$ cat config.mk
export PLATFORM = sky130hd
export DESIGN_NAME = i2c_dac_scheduler_flat
export DESIGN_NICKNAME = d
export VERILOG_FILES = /design/src/rtl/i2c_dac_scheduler_pkg.sv /design/src/rtl/i2c_dac_scheduler_if.sv /design/src/rtl/i2c_dac_scheduler_rr_arbiter.sv /design/src/rtl/i2c_dac_scheduler.sv /design/src/flat_wrapper.sv
export SDC_FILE = /design/constraint.sdc
export NUM_CORES = 1
export LEC_CHECK = 0
export BUFFER_PORTS_ARGS = -buffer_cell sky130_fd_sc_hd__buf_2
export CAP_MARGIN = 20
export CELL_PAD_IN_SITES_DETAIL_PLACEMENT = 0
export CELL_PAD_IN_SITES_GLOBAL_PLACEMENT = 1
export CORE_MARGIN = 2
export CORE_UTILIZATION = 45
export DETAILED_ROUTE_END_ITERATION = 6
export PLACE_DENSITY_LB_ADDON = 0.05
export SLEW_MARGIN = 10
export SYNTH_ARGS = -nofsm -noshare
export SYNTH_HDL_FRONTEND = slang
export SYNTH_HIERARCHICAL = 1
export SYNTH_SLANG_ARGS = --single-unit
$ cat constraint.sdc
create_clock -name CLK -period 5.9 [get_ports CLK]
set_input_delay 0.295 -clock CLK [delete_from_list [all_inputs] [get_ports CLK]]
set_output_delay 0.295 -clock CLK [all_outputs]
set_load 0.02 [all_outputs]
$ cat src/rtl/i2c_dac_scheduler_pkg.sv
// Shared types, widths and I2C payload packing for the DAC scheduler.
// Ports: none (package).
package i2c_sched_pkg;

  typedef enum logic [1:0] {
    IDLE,
    SETUP,
    SEND,
    GAP
  } state_t;

  localparam logic [7:0] DAC_ADDR_BYTE = 8'hC0;
  localparam int THRESH_W = 12;
  localparam int CMD_W = 3;

  function automatic logic [15:0] pack_data12(
    input logic [CMD_W-1:0] cmd
  );
    return {DAC_ADDR_BYTE, cmd, 5'b00000};
  endfunction

  function automatic logic [15:0] pack_data34(
    input logic [THRESH_W-1:0] thresh
  );
    return {thresh, 4'b0000};
  endfunction

endpackage

$ cat src/rtl/i2c_dac_scheduler_if.sv
// Host write port and I2C4BYTES-facing bundle of the DAC scheduler.
// master: host side (drives WR_*); slave: scheduler side (drives I2C*, status).
interface i2c_dac_scheduler_if #(
  parameter int NCH = 2
);
  import i2c_sched_pkg::*;

  localparam int CW = (NCH > 1) ? $clog2(NCH) : 1;

  logic                WR_EN;
  logic [CW-1:0]       WR_CH;
  logic [THRESH_W-1:0] WR_THRESH;
  logic [CMD_W-1:0]    WR_CMD;
  logic [NCH-1:0]      I2CLINES;
  logic [15:0]         I2CDATA12;
  logic [15:0]         I2CDATA34;
  logic                I2CENABLE;
  logic                BUSY;
  logic                DONE;
  logic [CW-1:0]       DONE_CH;

  modport master (
    output WR_EN, WR_CH, WR_THRESH, WR_CMD,
    input  I2CLINES, I2CDATA12, I2CDATA34,
    input  I2CENABLE, BUSY, DONE, DONE_CH
  );

  modport slave (
    input  WR_EN, WR_CH, WR_THRESH, WR_CMD,
    output I2CLINES, I2CDATA12, I2CDATA34,
    output I2CENABLE, BUSY, DONE, DONE_CH
  );

endinterface

$ cat src/rtl/i2c_dac_scheduler_rr_arbiter.sv
// Combinational round-robin pick: first pending channel after ptr.
// In: pend[NCH], ptr. Out: gnt_idx, gnt_vld.
module rr_arbiter #(
  parameter int NCH = 2,
  localparam int CW = (NCH > 1) ? $clog2(NCH) : 1
) (
  input  logic [NCH-1:0] pend,
  input  logic [CW-1:0]  ptr,
  output logic [CW-1:0]  gnt_idx,
  output logic           gnt_vld
);

  logic [CW-1:0] kk;

  always_comb begin
    gnt_vld = 1'b0;
    gnt_idx = '0;
    kk      = '0;
    for (int i = 1; i <= NCH; i++) begin
      kk = CW'((32'(ptr) + 32'(i)) % NCH);
      if (!gnt_vld && pend[kk]) begin
        gnt_vld = 1'b1;
        gnt_idx = kk;
      end
    end
  end

endmodule

$ cat src/rtl/i2c_dac_scheduler.sv
// Per-channel DAC threshold store and round-robin I2C4BYTES sequencer.
// Ports: CLK, RESET (async high), bus (slave: host writes in, I2C/status out).
module i2c_dac_scheduler
  import i2c_sched_pkg::*;
#(
  parameter int NCH = 2,
  parameter int SETUP_CYCLES = 4,
  parameter int ENABLE_CYCLES = 1000,
  parameter int GAP_CYCLES = 16,
  parameter logic [31:0] REFRESH_CYCLES = 32'd0,
  parameter logic [THRESH_W-1:0] DEFAULT_THRESH = 12'd200,
  parameter logic [CMD_W-1:0] DEFAULT_CMD = 3'd3
) (
  input  logic CLK,
  input  logic RESET,
  i2c_dac_scheduler_if.slave bus
);

  localparam int CW = (NCH > 1) ? $clog2(NCH) : 1;
  localparam logic [15:0] SETUP_LAST = 16'(SETUP_CYCLES - 1);
  localparam logic [15:0] EN_LAST = 16'(ENABLE_CYCLES - 1);
  localparam logic [15:0] GAP_LAST = 16'(GAP_CYCLES - 1);
  localparam logic [31:0] REF_LAST = REFRESH_CYCLES - 32'd1;

  logic [THRESH_W-1:0] thresh_q [NCH];
  logic [CMD_W-1:0]    cmd_q [NCH];
  logic [NCH-1:0]      pend_q, pend_n;
  logic [CW-1:0]       ptr_q, cur_ch_q, gnt_idx;
  logic                gnt_vld;
  state_t              state_q, state_n;
  logic [15:0]         cnt_q, cnt_n;
  logic [31:0]         rcnt_q;
  logic                refresh_hit, wr_ok;
  logic                grant, done_n;

  logic [NCH-1:0] lines_q;
  logic [15:0]    d12_q, d34_q;
  logic           en_q, busy_q, done_q;
  logic [CW-1:0]  done_ch_q;

  assign bus.I2CLINES  = lines_q;
  assign bus.I2CDATA12 = d12_q;
  assign bus.I2CDATA34 = d34_q;
  assign bus.I2CENABLE = en_q;
  assign bus.BUSY      = busy_q;
  assign bus.DONE      = done_q;
  assign bus.DONE_CH   = done_ch_q;

  assign wr_ok = bus.WR_EN && (32'(bus.WR_CH) < NCH);
  assign refresh_hit = (REFRESH_CYCLES != 32'd0)
                    && (rcnt_q == REF_LAST);

  rr_arbiter #(.NCH(NCH)) u_arb (
    .pend    (pend_q),
    .ptr     (ptr_q),
    .gnt_idx (gnt_idx),
    .gnt_vld (gnt_vld)
  );

  always_comb begin
    state_n = state_q;
    cnt_n   = cnt_q;
    grant   = 1'b0;
    done_n  = 1'b0;
    unique case (state_q)
      IDLE: begin
        if (gnt_vld) begin
          grant   = 1'b1;
          state_n = SETUP;
          cnt_n   = '0;
        end
      end
      SETUP: begin
        if (cnt_q == SETUP_LAST) begin
          state_n = SEND;
          cnt_n   = '0;
        end else begin
          cnt_n = cnt_q + 16'd1;
        end
      end
      SEND: begin
        if (cnt_q == EN_LAST) begin
          state_n = GAP;
          cnt_n   = '0;
        end else begin
          cnt_n = cnt_q + 16'd1;
        end
      end
      GAP: begin
        if (cnt_q == GAP_LAST) begin
          state_n = IDLE;
          cnt_n   = '0;
          done_n  = 1'b1;
        end else begin
          cnt_n = cnt_q + 16'd1;
        end
      end
      default: begin
        state_n = IDLE;
        cnt_n   = '0;
      end
    endcase
  end

  // Sets are applied after the grant clear so a colliding set wins.
  always_comb begin
    pend_n = pend_q;
    if (grant) pend_n[gnt_idx] = 1'b0;
    if (refresh_hit) pend_n = '1;
    if (wr_ok) pend_n[bus.WR_CH] = 1'b1;
  end

  always_ff @(posedge CLK or posedge RESET) begin
    if (RESET) begin
      state_q <= IDLE;
      cnt_q   <= '0;
      pend_q  <= '1;
      ptr_q   <= CW'(NCH - 1);
      rcnt_q  <= '0;
    end else begin
      state_q <= state_n;
      cnt_q   <= cnt_n;
      pend_q  <= pend_n;
      if (grant) ptr_q <= gnt_idx;
      if (REFRESH_CYCLES == 32'd0 || refresh_hit)
        rcnt_q <= '0;
      else
        rcnt_q <= rcnt_q + 32'd1;
    end
  end

  always_ff @(posedge CLK or posedge RESET) begin
    if (RESET) begin
      for (int i = 0; i < NCH; i++) begin
        thresh_q[i] <= DEFAULT_THRESH;
        cmd_q[i]    <= DEFAULT_CMD;
      end
    end else if (wr_ok) begin
      thresh_q[bus.WR_CH] <= bus.WR_THRESH;
      cmd_q[bus.WR_CH]    <= bus.WR_CMD;
    end
  end

  // Lines/data latch only on grant and then hold through IDLE.
  always_ff @(posedge CLK or posedge RESET) begin
    if (RESET) begin
      lines_q   <= '0;
      d12_q     <= '0;
      d34_q     <= '0;
      cur_ch_q  <= '0;
      en_q      <= 1'b0;
      busy_q    <= 1'b0;
      done_q    <= 1'b0;
      done_ch_q <= '0;
    end else begin
      if (grant) begin
        lines_q  <= NCH'(1) << gnt_idx;
        d12_q    <= pack_data12(cmd_q[gnt_idx]);
        d34_q    <= pack_data34(thresh_q[gnt_idx]);
        cur_ch_q <= gnt_idx;
      end
      en_q   <= (state_n == SEND);
      busy_q <= (state_n != IDLE);
      done_q <= done_n;
      if (done_n) done_ch_q <= cur_ch_q;
    end
  end

endmodule

$ cat src/flat_wrapper.sv
// flat-port wrapper written by rule: the top's interface ports become plain ports
module i2c_dac_scheduler_flat import i2c_sched_pkg::*;
#(
  parameter int NCH = 2,
  parameter int SETUP_CYCLES = 4,
  parameter int ENABLE_CYCLES = 1000,
  parameter int GAP_CYCLES = 16,
  parameter logic [31:0] REFRESH_CYCLES = 32'd0,
  parameter logic [THRESH_W-1:0] DEFAULT_THRESH = 12'd200,
  parameter logic [CMD_W-1:0] DEFAULT_CMD = 3'd3
)
  (CLK, RESET, bus_WR_EN, bus_WR_CH, bus_WR_THRESH, bus_WR_CMD, bus_I2CLINES, bus_I2CDATA12, bus_I2CDATA34, bus_I2CENABLE, bus_BUSY, bus_DONE, bus_DONE_CH);
  i2c_dac_scheduler_if #(.NCH(NCH)) bus_i ();
  input  logic CLK;
  input  logic RESET;
  input wire logic [$bits(bus_i.WR_EN)-1:0] bus_WR_EN;
  input wire logic [$bits(bus_i.WR_CH)-1:0] bus_WR_CH;
  input wire logic [$bits(bus_i.WR_THRESH)-1:0] bus_WR_THRESH;
  input wire logic [$bits(bus_i.WR_CMD)-1:0] bus_WR_CMD;
  output wire logic [$bits(bus_i.I2CLINES)-1:0] bus_I2CLINES;
  output wire logic [$bits(bus_i.I2CDATA12)-1:0] bus_I2CDATA12;
  output wire logic [$bits(bus_i.I2CDATA34)-1:0] bus_I2CDATA34;
  output wire logic [$bits(bus_i.I2CENABLE)-1:0] bus_I2CENABLE;
  output wire logic [$bits(bus_i.BUSY)-1:0] bus_BUSY;
  output wire logic [$bits(bus_i.DONE)-1:0] bus_DONE;
  output wire logic [$bits(bus_i.DONE_CH)-1:0] bus_DONE_CH;
  assign bus_i.WR_EN = bus_WR_EN;
  assign bus_i.WR_CH = bus_WR_CH;
  assign bus_i.WR_THRESH = bus_WR_THRESH;
  assign bus_i.WR_CMD = bus_WR_CMD;
  assign bus_I2CLINES = bus_i.I2CLINES;
  assign bus_I2CDATA12 = bus_i.I2CDATA12;
  assign bus_I2CDATA34 = bus_i.I2CDATA34;
  assign bus_I2CENABLE = bus_i.I2CENABLE;
  assign bus_BUSY = bus_i.BUSY;
  assign bus_DONE = bus_i.DONE;
  assign bus_DONE_CH = bus_i.DONE_CH;
  i2c_dac_scheduler #(.NCH(NCH), .SETUP_CYCLES(SETUP_CYCLES), .ENABLE_CYCLES(ENABLE_CYCLES), .GAP_CYCLES(GAP_CYCLES), .REFRESH_CYCLES(REFRESH_CYCLES), .DEFAULT_THRESH(DEFAULT_THRESH), .DEFAULT_CMD(DEFAULT_CMD)) u_core (.CLK(CLK), .RESET(RESET), .bus(bus_i));
endmodule
Word level (Yosys, flattened, before mapping)
Index checks and enable logic that the tools add are counted.

Add/sub/neg operators: 3. Magnitude comparators: 9. Equality and inequality tests: 8. Shift-type cells: 1. Muxes and demuxes: 40. Bitwise operators: 5. Reduce and logical (&&, ||, !) cells: 7.

Operators with widths (number): 2-to-1 mux 16 bit (4); case mux 16 bit (4 select lines) (1); 2-to-1 mux 12 bit (4); bitwise mux 24 bit (1); adder 16 x 1 -> 16 bit (second input constant) (1); equality test 16 x 10 -> 1 bit (second input constant) (1); equality test 16 x 2 -> 1 bit (second input constant) (1); equality test 16 x 4 -> 1 bit (second input constant) (1); 2-to-1 mux 1 bit (14); demux 12 bit (select 1 bit) (1); 2-to-1 mux 2 bit (6); 2-to-1 mux 3 bit (4); < comparator 1 x 2 -> 1 bit (second input constant) (4); case mux 2 bit (4 select lines) (1); bitwise mux 6 bit (1); equality test 2 bit (second input constant) (3); >= comparator 2 bit (second input constant) (2); logical AND 1 bit (4); inverter 1 -> 2 bit (2); demux 3 bit (select 1 bit) (1); adder 1 bit (second input constant) (2); bitwise AND 2 bit (1); demux 1 bit (select 1 bit) (2); equality test 2 x 1 -> 1 bit (second input constant) (1); other kinds (9) (10).

Register bits: 74. Bits of input ports: 19. Output and inout port bits: 38. Logic and storage cells: 89.

Logic depth before layout (Yosys ltp)
Gate-level depths: netlist of run 1.

Depth after elaboration: 16. Depth in mapped cells: 6. Gate-level depth less buffers: 5.

Hierarchy
Netlist of run 1, hierarchy kept.

By module, submodules not included: i2c_dac_scheduler (times used 1, cells an instance 312, area each 3493.4 sq um, sequential area each 1843.0 sq um); rr_arbiter (times used 1, cells an instance 2, area each 13.8 sq um, sequential area each 0.0 sq um).

Least setup slack after synthesis of run 1
Ideal clock, no wire load.

Path type: reg2reg. Start: register u_core.pend_q[1]. End: register u_core.lines_q[0], in the netlist u_core/bus.I2CLINES[0]. Setup time: 0.147 ns. Arrival time: 1.631 ns. Required time: 5.753 ns. Slack: 4.121 ns. Cell stages (with the launch flop): 7. Path buffers: 2. Period minus slack after synthesis: 1.779 ns. Cells stage by stage: dfstp_2 > or2_1 > or3b_2 > buf_2 > clkbuf_1 > nand2_1 > o21ai_0.

Word-level cells in the longest chain between the ends: 8. Elaborated cells on any way between the ends: 13. Those cells by class: 1 x shift; 10 x mux; 2 x reduce/logical.

Ends and longest elaborated chain: start: declaration (line i2c_dac_scheduler.sv:27) `logic [NCH-1:0] pend_q, pend_n;`; start signal: assignment (line i2c_dac_scheduler.sv:123) `pend_q <= pend_n;`; 2-to-1 mux 1 bit (not written as such) (2 in a row) (line i2c_dac_scheduler_rr_arbiter.sv:21) `if (!gnt_vld && pend[kk]) begin`; 2-to-1 mux 1 bit (line i2c_dac_scheduler_rr_arbiter.sv:21); zero test 1 bit (line i2c_dac_scheduler_rr_arbiter.sv:21); logical AND 1 bit (line i2c_dac_scheduler_rr_arbiter.sv:21); 2-to-1 mux 1 bit (*) (line i2c_dac_scheduler_rr_arbiter.sv:21); net u_core.gnt_vld (line i2c_dac_scheduler.sv:29) `logic gnt_vld;`; 2-to-1 mux 1 bit (*) (line i2c_dac_scheduler.sv:67) `if (gnt_vld) begin`; 2-to-1 mux 1 bit (*) (line i2c_dac_scheduler.sv:65) `unique case (state_q)`; end signal: assignment (line i2c_dac_scheduler.sv:157) `lines_q <= NCH'(1) << gnt_idx;`; end: declaration (line i2c_dac_scheduler.sv:36) `logic [NCH-1:0] lines_q;`.

Mark *: on every way through the listed nets, which the timed path passes. The rest lies on a longest branch. The select of a mux whose other input is x is not followed. A chain may end at the register's enable or synchronous reset.

Worst setup path in the final report of run 1
Start: register u_core.pend_q[0]. End: register u_core.cnt_q[11].

Word-level cells in the longest chain between the ends: 7. Elaborated cells on any way between the ends: 9. Those cells by class: 1 x eq/ne; 6 x mux; 2 x reduce/logical.

Ends and longest elaborated chain: 2-to-1 mux 1 bit (not written as such) (2 in a row) (line i2c_dac_scheduler_rr_arbiter.sv:21); 2-to-1 mux 1 bit (line i2c_dac_scheduler_rr_arbiter.sv:21); zero test 1 bit (line i2c_dac_scheduler_rr_arbiter.sv:21); logical AND 1 bit (line i2c_dac_scheduler_rr_arbiter.sv:21); 2-to-1 mux 1 bit (*) (line i2c_dac_scheduler_rr_arbiter.sv:21); net u_core.gnt_vld (line i2c_dac_scheduler.sv:29); != test 2 x 1 -> 1 bit (no source line) (*); end signal: assignment (line i2c_dac_scheduler.sv:122) `cnt_q <= cnt_n;`; end: declaration (line i2c_dac_scheduler.sv:31) `logic [15:0] cnt_q, cnt_n;`.

Marks and branches as above.

==> results of run 1 <==
## sequential cells by signal (all words and copies together), names as in the netlist
signal                count
u_core/cmd_q              6
u_core/bus.BUSY           1
u_core/bus.I2CENABLE      1
u_core/thresh_q          24
u_core/state_q            2
u_core/ptr_q              1
u_core/bus.DONE           1
u_core/cur_ch_q           1
u_core/bus.I2CLINES       1
u_core/pend_q             2
u_core/bus.I2CDATA34     12
u_core/bus.I2CDATA12      4
u_core/bus.DONE_CH        1
u_core/cnt_q             16
## synth_stat cells (2+ instances only)
master / number
and4_2: 2
nand2_1: 41
a21oi_1: 11
o31ai_1: 2
dfrtp_1: 60
mux2_2: 31
dfstp_2: 13
nor4_4: 3
buf_2: 8
a31oi_1: 2
nor2_1: 16
clkbuf_1: 6
nor4_1: 4
a41oi_1: 3
nor3b_1: 2
nor2b_1: 2
nand2b_1: 3
nand4_1: 7
nand3_1: 5
buf_4: 19
xnor2_1: 3
nor3_1: 3
mux2i_1: 16
o21ai_0: 22
a41o_1: 2
xor2_1: 2
inv_1: 3
## cells by family (layout without fill, tap and decap cells)
logic type	Yosys count	count (layout)	share of synthesized area (%)
AND/OR/NAND/NOR	99	99	15.8
flip-flops	73	73	52.6
AO/OA/AOI/OAI	51	51	9.17
multiplexers	47	47	14.5
buffers and inverters	37	64	6.28
XOR/XNOR	5	5	1.25
adder cells (fa/ha/maj)	1	1	0.357
other	1	15	0.107
## per-stage QoR
stage	hold WS [ns]	setup WS [ns]	util (%)	power [mW]
floorplan	0.437	3.77	-	0.635
global placement	0.454	3.89	48.5	0.649
detailed placement	0.462	3.86	48.5	0.653
CTS	0.173	3.85	51.2	1.05
global route	0.176	3.70	51.3	1.08
finish	0.193	3.86	51.3	1.03
## critical path, cell delays in order (launching register included)
cell,delay [ns]
dfstp_2,0.55
or2_1,0.16
or3b_2,0.79
nand2_1,0.17
a31oi_1,0.05
a41o_1,0.21
## final cells by class
| type | count | area (sq um) |
|---|---|---|
| repair buffers | 45 | 235 |
| clock buffers | 10 | 138 |
| fillers | 725 | 3730 |
| multi-input cells | 218 | 1500 |
| well taps | 102 | 128 |
| clock inverters | 6 | 65.1 |
| inverters | 3 | 11.3 |
| flip-flops and latches | 73 | 1840 |
## placed cells by master, fill, tap and decap left out, types with 2 or more instances in the layout
cell type,instances
dfrtp_1,60
buf_2,41
nand2_1,41
mux2_2,31
o21ai_0,22
nor2_1,16
mux2i_1,16
conb_1,15
dfstp_2,13
a21oi_1,11
clkbuf_8,10
nand4_1,7
nand3_1,5
nor4_1,4
buf_4,4
nand2b_1,3
nor4_4,3
nor3_1,3
a41oi_1,3
xnor2_1,3
clkinv_2,2
inv_1,2
nor3b_1,2
nor2b_1,2
and4_2,2
o31ai_1,2
xor2_1,2
a31oi_1,2
a41o_1,2
## power groups by stage
stage	sequential, mW	clock (mW)	combinational, mW
3_3_place_gp	0.567	0	0.0827
2_1_floorplan	0.568	0	0.0669
6_report	0.558	0.393	0.0831
3_5_place_dp	0.568	0	0.0851
4_1_cts	0.559	0.408	0.0853
5_1_grt	0.563	0.427	0.0939
## worst min-delay path by stage
stage / to / cells past startpoint / startpoint
floorplan: u_core/ptr_q / 2 / u_core/ptr_q
global placement: u_core/pend_q[1] / 2 / u_core/pend_q[1]
detailed placement: u_core/pend_q[1] / 2 / u_core/pend_q[1]
CTS: u_core/thresh_q[5] / 2 / bus_WR_THRESH[5]
global route: u_core/thresh_q[12] / 2 / bus_WR_THRESH[0]
finish: u_core/thresh_q[14] / 2 / bus_WR_THRESH[2]
## metal layers
layer  routed length, microns  part of all wire, %  vias to the layer above
li1                         -                    -                     1150
met1                     3050                   45                     1128
met2                     3230                   48                       57
met3                      331                  4.9                       14
met4                      128                  1.9                        0
met5                        0                    0                        -
==> insert_results.sql, run 1 <==
INSERT INTO impl_metrics (metric_group, metric, value, unit) VALUES
('outcome', 'run_status', 'completed', ''),
('timing', 'tightest_slew', '0.918', 'ns'),
('synth', 'avgSynthCellArea', '11.2', 'sq um'),
('clocking', 'h-tree-depth', '3', ''),
('worst_hold_path', 'timing.hold.worst.class', 'in -> reg', ''),
('synth', 'synth_warnings', '6', ''),
('setup_path', 'reg2reg_to', 'u_core/cnt_q[11]', ''),
('finish', 'num-nets-final', '370', ''),
('clocking', 'cts_buf_count', '9', ''),
('synth', 'yosysUniqueCellTypes', '50', ''),
('global_routing', 'initial_antenna_violation_count', '0', ''),
('setup_path', 'depth_of_the_worst_register_to_register_path', '5', ''),
('synth', 'postSynth.asyncResetShare', '100', '%'),
('power', 'vdd.ir_drop.worst', '0.000151', 'V'),
('finish', 'instances_no_fill', '457', ''),
('die', 'ios', '57', ''),
('route', 'wl_per_cell', '14.8', 'microns'),
('clocking', 'cts_tree', 'yes', ''),
('finish', 'areaGrowthSynthToFinish', '11.8', '%'),
('setup_path', 'timing_worst_setup_path_type', 'reg -> reg', ''),
('finish', 'antenna_cells', '0', ''),
('timing', 'final-hold-violation-count', '0', ''),
('clocking', 'clkSlewWorstSetupHoldPaths', '0.08', 'ns'),
('clocking', 'cts_resized', '0', ''),
('power', 'static-leakage-power', '1.69', 'nW'),
('route', 'number_of_search_and_repair_iterations_in_the_first_detailed_routing_pass', '6', ''),
('power', 'intPower', '789', 'uW'),
('global_routing', 'overflow', '0', ''),
('global_routing', 'gr-max-usage-layer', 'met2', ''),
('die', 'die_w', '92.3', 'microns'),
('power', 'power.density', '264', 'nW/um^2'),
('power', 'combPwrFrac', '8.0', '%'),
('clocking', 'postCtsSetupBuffers', '0', ''),
('job', 'drv.max_cap_violation_count', '0', ''),
('die', 'placement_rows', '32', ''),
('power', 'part_of_the_total_power_dissipated_in_the_clock_network', '38.0', '%'),
('setup_path', 'critical_path_peak_fanout', '41', ''),
('placement', 'port_buffers', '41', ''),
('clocking', 'cts_hold_repair.buffers', '0', ''),
('route', 'route.vias.total', '2349', ''),
('synth', 'yosysSeqAreaShare', '52.6', '%'),
('setup_path', 'critical_path_required', '6.14', 'ns'),
('power', 'seqPwrFrac', '54.0', '%'),
('route', 'detail_route.drc_violations', '0', ''),
('global_routing', 'global_route.usage.total', '17.1', '%'),
('power', 'total_switching_power', '245', 'uW'),
('timing', 'finalClockSkew', '0.0138', 'ns'),
('setup_path', 'worstPathArrival', '2.28', 'ns'),
('global_routing', 'grt_pass1_wl', '11200', 'microns'),
('synth', 'synth_flop_cell', 'dfrtp_1', ''),
('global_routing', 'via_count_of_the_first_global_routing_pass', '2222', ''),
('placement', 'place_congestion', '0.833', ''),
('clocking', 'max-clock-path-buffers', '2', ''),
('setup_path', 'startpoint', 'u_core/pend_q[0]', ''),
('clocking', 'clock_sink_count', '73', ''),
('clocking', 'cts_root_buf', 'clkbuf_8', ''),
('route', 'totalWireLength', '6750', 'microns'),
('setup_path', 'r2r-start', 'u_core/pend_q[0]', ''),
('synth', 'synth_cells', '314', ''),
('timing', 'finalWorstPathRequiredPeriod', '2.04', 'ns'),
('global_routing', 'global_route.usage.met1', '21.8', '%'),
('die', 'design.die.area', '8520', 'sq um'),
('setup_path', 'critPathCapture', 'u_core/cnt_q[11]', ''),
('synth', 'library_cell_with_the_largest_summed_area_after_synthesis', 'dfrtp_1', ''),
('synth', 'synth_top_cells_by_area', 'dfrtp_1 43%, mux2_2 10%, dfstp_2 9.7%', ''),
('route', 'first_iter_violations', '75', ''),
('synth', 'synth_enable_flop_cells', '0', ''),
('global_routing', 'gr-usage-met2', '28.0', '%'),
('power', 'power.share.switching', '23.7', '%'),
('global_routing', 'grt_util_met3', '3.78', '%'),
('timing', 'finalCritPeriodShare', '34.6', '%');
Power figures use the tool's default switching activity.
==> run 2, diff against run 1 <==
Settings changed: CORE_UTILIZATION 45 to 44.
Clock period 5.9 ns to 1.9 ns, I/O delays scaled along.
==> run 2 against run 1 <==
Against the previous run:
- worst hold slack worse by 0.0022 ns
- global-route usage up 0.83 points
- cell count up 9.0%
- power rose to 3.2 times the previous value
- flip-flop and latch count unchanged
- die area up 2.2%
- via count up 6.6%
- count of clock-buffer cells in the layout up 1
- register-to-register slack worse by 3.8 ns
- combinational power rose to 3.5 times the previous value
- non-clock buffer count up 41
- wire length up 6.1%
- largest power group unchanged
==> insert_results.sql, run 2 (synthesis results as in run 1) <==
INSERT INTO impl_metrics (metric_group, metric, value, unit) VALUES
('outcome', 'run_status', 'completed', ''),
('placement', 'placed_area', '3900', 'sq um'),
('timing', 'finalWorstPathRequiredPeriod', '1.83', 'ns'),
('clocking', 'insertion_delay', '0.34', 'ns'),
('global_routing', 'overflow', '0', ''),
('route', 'post_drt_via_cell_ratio', '5.03', ''),
('route', 'detail_route.drc_violations', '0', ''),
('die', 'design.die.area', '8700', 'sq um'),
('worst_hold_path', 'timing.hold.worst.class', 'in -> reg', ''),
('timing', 'tightest_slew', '0.493', 'ns'),
('worst_hold_path', 'hold_depth', '4', ''),
('setup_path', 'critical_path_peak_fanout', '9', ''),
('global_routing', 'via_count_of_the_first_global_routing_pass', '2468', ''),
('clocking', 'h-tree-depth', '3', ''),
('timing', 'slew_margin_rel', '66.8', '%'),
('placement', 'port_buffers', '41', ''),
('timing', 'finalClockSkew', '0.00813', 'ns'),
('finish', 'mostFrequentLayoutCell', 'dfrtp_1', ''),
('die', 'placement_rows', '32', ''),
('route', 'wl_per_cell', '14.4', 'microns'),
('die', 'die_w', '93.3', 'microns'),
('finish', 'regMostFlops', 'u_core/thresh_q', ''),
('route', 'totalWireLength', '7160', 'microns'),
('timing', 'f_max', '546', 'MHz'),
('setup_path', 'reg2reg_to', 'u_core/bus.DONE_CH', ''),
('setup_path', 'end_kind', 'flip-flop', ''),
('die', 'fp.dieH', '93.3', 'microns'),
('finish', 'num-nets-final', '411', ''),
('finish', 'areaGrowthSynthToFinish', '23.1', '%'),
('worst_hold_path', 'hold_path_startpoint', 'bus_WR_CH', ''),
('finish', 'antenna_cells', '0', ''),
('setup_path', 'crit_path_start_kind', 'flip-flop', ''),
('finish', 'layout_common_cells', '60 x dfrtp_1, 41 x buf_2, 41 x nand2_1, 31 x mux2_2, 27 x buf_4', ''),
('clocking', 'clock_sink_count', '73', ''),
('timing', 'final-setup-viol-count', '0', ''),
('route', 'route.vias.total', '2505', ''),
('worst_hold_path', 'whs_endpoint', 'u_core/pend_q[1]', ''),
('placement', 'post-dp-hpwl', '4880', 'microns'),
('finish', 'drive_gt1_share', '36.4', '%'),
('setup_path', 'worstPathArrival', '2.06', 'ns'),
('finish', 'instances_no_fill', '498', ''),
('route', 'number_of_search_and_repair_iterations_in_the_first_detailed_routing_pass', '4', ''),
('setup_path', 'depth_of_the_worst_register_to_register_path', '5', ''),
('power', 'overall_power_of_the_completed_layout', '3.34', 'mW'),
('global_routing', 'maximum_number_of_pins_on_one_net_before_global_route_repair', '74', ''),
('route', 'first_iter_violations', '94', ''),
('finish', 'max_ffs_per_register', '24', ''),
('clocking', 'clkSlewWorstSetupHoldPaths', '0.08', 'ns'),
('timing', 'setup-tns-final', '0', 'ns'),
('global_routing', 'grt_pass1_wl', '12100', 'microns'),
('timing', 'finalCritPeriodShare', '96.5', '%'),
('setup_path', 'critical_path_required', '2.13', 'ns'),
('global_routing', 'initial_antenna_violation_count', '0', ''),
('die', 'ios', '57', ''),
('placement', 'place_worst_setup_slack', '0.0891', 'ns'),
('setup_path', 'r2r-start', 'u_core/cnt_q[5]', ''),
('setup_path', 'timing_worst_setup_path_type', 'reg -> reg', ''),
('die', 'core_region_area', '7730', 'sq um'),
('power', 'static-leakage-power', '1.89', 'nW'),
('clocking', 'cts_tree', 'yes', ''),
('job', 'drv.max_cap_violation_count', '0', ''),
('clocking', 'cts_buf_count', '9', ''),
('setup_path', 'r2r_slack', '0.07', 'ns'),
('route', 'drtAntennaViolNets', '0', ''),
('placement', 'place_congestion', '0.821', ''),
('clocking', 'cts_root_buf', 'clkbuf_8', ''),
('power', 'power.density', '773', 'nW/um^2'),
('global_routing', 'global_route.usage.total', '17.9', '%'),
('timing', 'final-hold-violation-count', '0', ''),
('die', 'start_util', '45.4', '%'),
('placement', 'placed_cells_incl_taps', '462', ''),
('finish', 'final_design_area_no_fill', '4320', 'sq um'),
('clocking', 'max-clock-path-buffers', '2', ''),
('power', 'vdd.ir_drop.worst', '0.000392', 'V'),
('timing', 'timing_max_transition_violations_final', '0', ''),
('timing', 'final.setup.worst_slack', '0.0669', 'ns');
-- run 2: how the worst max path moves through the flow --
stage,from,to
2_1_floorplan,u_core/pend_q[1],u_core/bus.I2CLINES[0]
3_3_place_gp,u_core/cnt_q[0],u_core/cnt_q[3]
3_5_place_dp,u_core/cnt_q[0],u_core/cnt_q[3]
4_1_cts,u_core/cnt_q[0],u_core/cnt_q[3]
5_1_grt,u_core/cnt_q[5],u_core/cnt_q[5]
6_report,u_core/cnt_q[5],u_core/bus.DONE_CH
-- run 2: report_power, final --
group          switching [mW]  internal, mW  leakage (nW)
clock network           0.573         0.738        0.0995
registers              0.0493          1.68         0.881
logic                   0.143         0.152         0.912
total                   0.765          2.57          1.89
-- run 2: final cells by class --
cell class	instances	area [sq um]
Inverter	3	15.0
Clock buffer	11	131
Timing Repair Buffer	86	608
Clock inverter	5	80.1
Sequential cell	73	1840
Multi-Input combinational cell	218	1510
Tap cell	102	128
Fill cell	698	3410
-- run 2: per-stage QoR --
| stage | utilization [%] | hold slack (ns) |
|---|---|---|
| after floorplan | - | 0.246 |
| after global placement | 50.5 | 0.233 |
| after detailed placement | 50.5 | 0.238 |
| after CTS | 55.3 | 0.185 |
| after global routing | 55.9 | 0.223 |
| final | 55.9 | 0.191 |
-- run 2: what timing repair did --
item | CTS | global route
hold buffers | 16 | 0
endpoints found under the setup margin | 0 | 11
gates resized for setup | 0 | 3
setup buffers | 0 | 4
endpoints found under the hold margin | 88 | 0
-- run 2: routing by layer --
layer	global-route usage, %	part of all wire (%)	up-vias
met2	28.1	49	45
li1	-	-	1230
met4	7.97	1.5	0
met5	0	0	-
met1	23.9	46	1218
met3	3.79	3.3	12
-- run 2: worst max-delay path, cell delays in order (launching register included) --
cell and delay, ns:
dfrtp_1 0.50, nor4_4 0.41, buf_4 0.18, nand4_1 0.10
nor2_1 0.19, mux2_2 0.35
==> run 3, diff against run 2 <==
Settings changed: RECOVER_POWER set to 25.
==> run 3 against run 2 <==
Against the previous run:
- non-clock buffer count unchanged
- power decreased by 0.25%
- cell count is the same
- global-route usage unchanged
- flip-flop and latch count unchanged
- final area is 0.41% lower
- register-to-register slack about the same
- sequential share of layout area increased by 0.17 points
- first-iteration DRC count did not move
- largest cell class unchanged
==> insert_results.sql, run 3 (synthesis results as in run 1) <==
INSERT INTO impl_metrics (metric_group, metric, value, unit) VALUES
('route', 'route.vias.total', '2508', ''),
('die', 'core_region_area', '7730', 'sq um'),
('timing', 'finalCritPeriodShare', '96.5', '%'),
('finish', 'instances_no_fill', '498', ''),
('outcome', 'run_status', 'completed', ''),
('global_routing', 'maximum_number_of_pins_on_one_net_before_global_route_repair', '74', ''),
('die', 'fp.dieH', '93.3', 'microns'),
('setup_path', 'reg2reg_to', 'u_core/bus.DONE_CH', ''),
('setup_path', 'worstPathArrival', '2.06', 'ns'),
('worst_hold_path', 'timing.hold.worst.class', 'in -> reg', ''),
('worst_hold_path', 'hold_depth', '4', ''),
('clocking', 'h-tree-depth', '3', ''),
('placement', 'post-dp-hpwl', '4880', 'microns'),
('setup_path', 'depth_of_the_worst_register_to_register_path', '5', ''),
('placement', 'placed_cells_incl_taps', '462', ''),
('setup_path', 'critical_path_required', '2.13', 'ns'),
('placement', 'port_buffers', '41', ''),
('power', 'seqPwrFrac', '52.0', '%'),
('die', 'placement_rows', '32', ''),
('finish', 'antenna_cells', '0', ''),
('power', 'power.density', '774', 'nW/um^2'),
('global_routing', 'initial_antenna_violation_count', '0', ''),
('die', 'die_w', '93.3', 'microns'),
('power', 'total_switching_power', '763', 'uW'),
('clocking', 'clkSlewWorstSetupHoldPaths', '0.08', 'ns'),
('route', 'drtAntennaViolNets', '0', ''),
('finish', 'drive_gt1_share', '34.8', '%'),
('finish', 'num-nets-final', '411', ''),
('power', 'intPower', '2.57', 'mW'),
('finish', 'max_ffs_per_register', '24', ''),
('setup_path', 'crit_path_start_kind', 'flip-flop', ''),
('power', 'combPwrFrac', '8.7', '%'),
('die', 'start_util', '45.4', '%'),
('timing', 'finalClockSkew', '0.00822', 'ns'),
('setup_path', 'r2r_slack', '0.07', 'ns'),
('route', 'first_iter_violations', '94', ''),
('clocking', 'clock_sink_count', '73', ''),
('global_routing', 'overflow', '0', ''),
('power', 'part_of_the_total_power_dissipated_in_the_clock_network', '39.3', '%'),
('timing', 'slew_margin_rel', '33.6', '%'),
('setup_path', 'timing.critical_path.slowest_stage_cell', 'dfrtp_1', ''),
('power', 'static-leakage-power', '1.88', 'nW'),
('worst_hold_path', 'whs_endpoint', 'u_core/pend_q[1]', ''),
('timing', 'timing_max_transition_violations_final', '0', ''),
('timing', 'fin_hold_ws', '0.191', 'ns'),
('route', 'post_drt_via_cell_ratio', '5.04', ''),
('placement', 'place_congestion', '0.821', ''),
('clocking', 'insertion_delay', '0.34', 'ns'),
('finish', 'areaGrowthSynthToFinish', '22.6', '%'),
('route', 'detail_route.drc_violations', '0', ''),
('clocking', 'max-clock-path-buffers', '2', ''),
('setup_path', 'crit_path_cell_trace', 'nor4_4, buf_4, nand4_1, nor2_1, mux2_2', ''),
('worst_hold_path', 'hold_path_startpoint', 'bus_WR_CH', ''),
('setup_path', 'timing.critical_path.slowest_cell_delay', '0.50', 'ns'),
('timing', 'tightest_slew', '0.996', 'ns'),
('clocking', 'cts_root_buf', 'clkbuf_8', ''),
('clocking', 'cts_tree', 'yes', ''),
('job', 'drv.max_cap_violation_count', '0', ''),
('route', 'totalWireLength', '7150', 'microns'),
('finish', 'mostFrequentLayoutCell', 'dfrtp_1', ''),
('global_routing', 'via_count_of_the_first_global_routing_pass', '2468', ''),
('timing', 'final-setup-viol-count', '0', ''),
('die', 'ios', '57', ''),
('finish', 'layout_common_cells', '60 x dfrtp_1, 41 x nand2_1, 37 x buf_2, 31 x mux2_2, 27 x buf_4', ''),
('timing', 'finalWorstPathRequiredPeriod', '1.83', 'ns'),
('global_routing', 'global_route.usage.total', '17.9', '%'),
('clocking', 'cts_buf_count', '9', ''),
('route', 'number_of_search_and_repair_iterations_in_the_first_detailed_routing_pass', '4', ''),
('power', 'vdd.ir_drop.worst', '0.000392', 'V'),
('timing', 'final-hold-violation-count', '0', ''),
('die', 'design.die.area', '8700', 'sq um'),
('setup_path', 'timing_worst_setup_path_type', 'reg -> reg', ''),
('timing', 'f_max', '546', 'MHz'),
('route', 'wl_per_cell', '14.4', 'microns'),
('power', 'power.share.switching', '22.9', '%'),
('finish', 'regMostFlops', 'u_core/thresh_q', ''),
('setup_path', 'end_kind', 'flip-flop', ''),
('setup_path', 'critical_path_peak_fanout', '9', ''),
('global_routing', 'grt_pass1_wl', '12100', 'microns'),
('setup_path', 'r2r-start', 'u_core/cnt_q[5]', '');
-- run 3: changes by cell type in the layout (fill, tap and decap cells not counted) --
cell	previous run	this run
buf_2	41	37
clkbuf_1	2	6
dfstp_1	0	2
dfstp_2	13	11
buf_12	2	1
clkbuf_4	0	1
-- run 3: routing by layer --
layer	track usage, %	vias to the layer above	wire, microns
met5	0	-	0
met2	28.1	45	3480
met4	7.97	0	110
met3	3.79	12	236
met1	23.9	1221	3320
li1	-	1230	-
-- run 3: power by group through the flow --
stage	clock (mW)	combinational, mW	sequential [mW]
detailed placement	0	0.277	1.76
floorplan	0	0.208	1.76
CTS	1.36	0.302	1.73
finish	1.31	0.290	1.73
global placement	0	0.270	1.76
global route	1.43	0.328	1.75
-- run 3: cell type report --
type	instances	area, sq um
repair buffers	86	591
multi-input cells	218	1510
clock buffers	11	131
well taps	102	128
fillers	703	3430
clock inverters	5	80.1
inverters	3	15.0
flip-flops and latches	73	1840
-- run 3: how the worst max path moves through the flow --
| stage | depth (start not counted) | end | slack, ns | from |
|---|---|---|---|---|
| 6_report | 5 | u_core/bus.DONE_CH | 0.07 | u_core/cnt_q[5] |
| 4_1_cts | 6 | u_core/cnt_q[3] | 0.06 | u_core/cnt_q[0] |
| 3_5_place_dp | 6 | u_core/cnt_q[3] | 0.09 | u_core/cnt_q[0] |
| 5_1_grt | 5 | u_core/cnt_q[5] | -0.02 | u_core/cnt_q[5] |
| 2_1_floorplan | 6 | u_core/bus.I2CLINES[0] | 0.12 | u_core/pend_q[1] |
| 3_3_place_gp | 6 | u_core/cnt_q[3] | 0.13 | u_core/cnt_q[0] |
-- run 3: worst max-delay path: cells and delay by family (launching register included) --
kind / cells / cell delay (ns)
flops: 1 / 0.50
buf+inv: 1 / 0.18
mux: 1 / 0.35
simple gates: 3 / 0.70
-- run 3: timing repair --
item / CTS / global route
hold endpoints to repair: 88 / 0
hold buffers: 16 / 0
endpoints found under the setup margin: 0 / 11
setup buffers: 0 / 4
gates resized for setup: 0 / 3
-- run 3: through the flow --
step / power [mW] / setup TNS, ns / utilization (%) / setup slack (ns) / cell area (sq um)
global placement: 2.03 / 0 / 50.5 / 0.132 / 3900
global route: 3.50 / -0.0785 / 55.7 / -0.0223 / 4300
detailed placement: 2.04 / 0 / 50.5 / 0.0891 / 3900
CTS: 3.40 / 0 / 55.3 / 0.0616 / 4280
finish: 3.33 / 0 / 55.7 / 0.0671 / 4300
floorplan: 1.97 / 0 / - / 0.121 / 3560
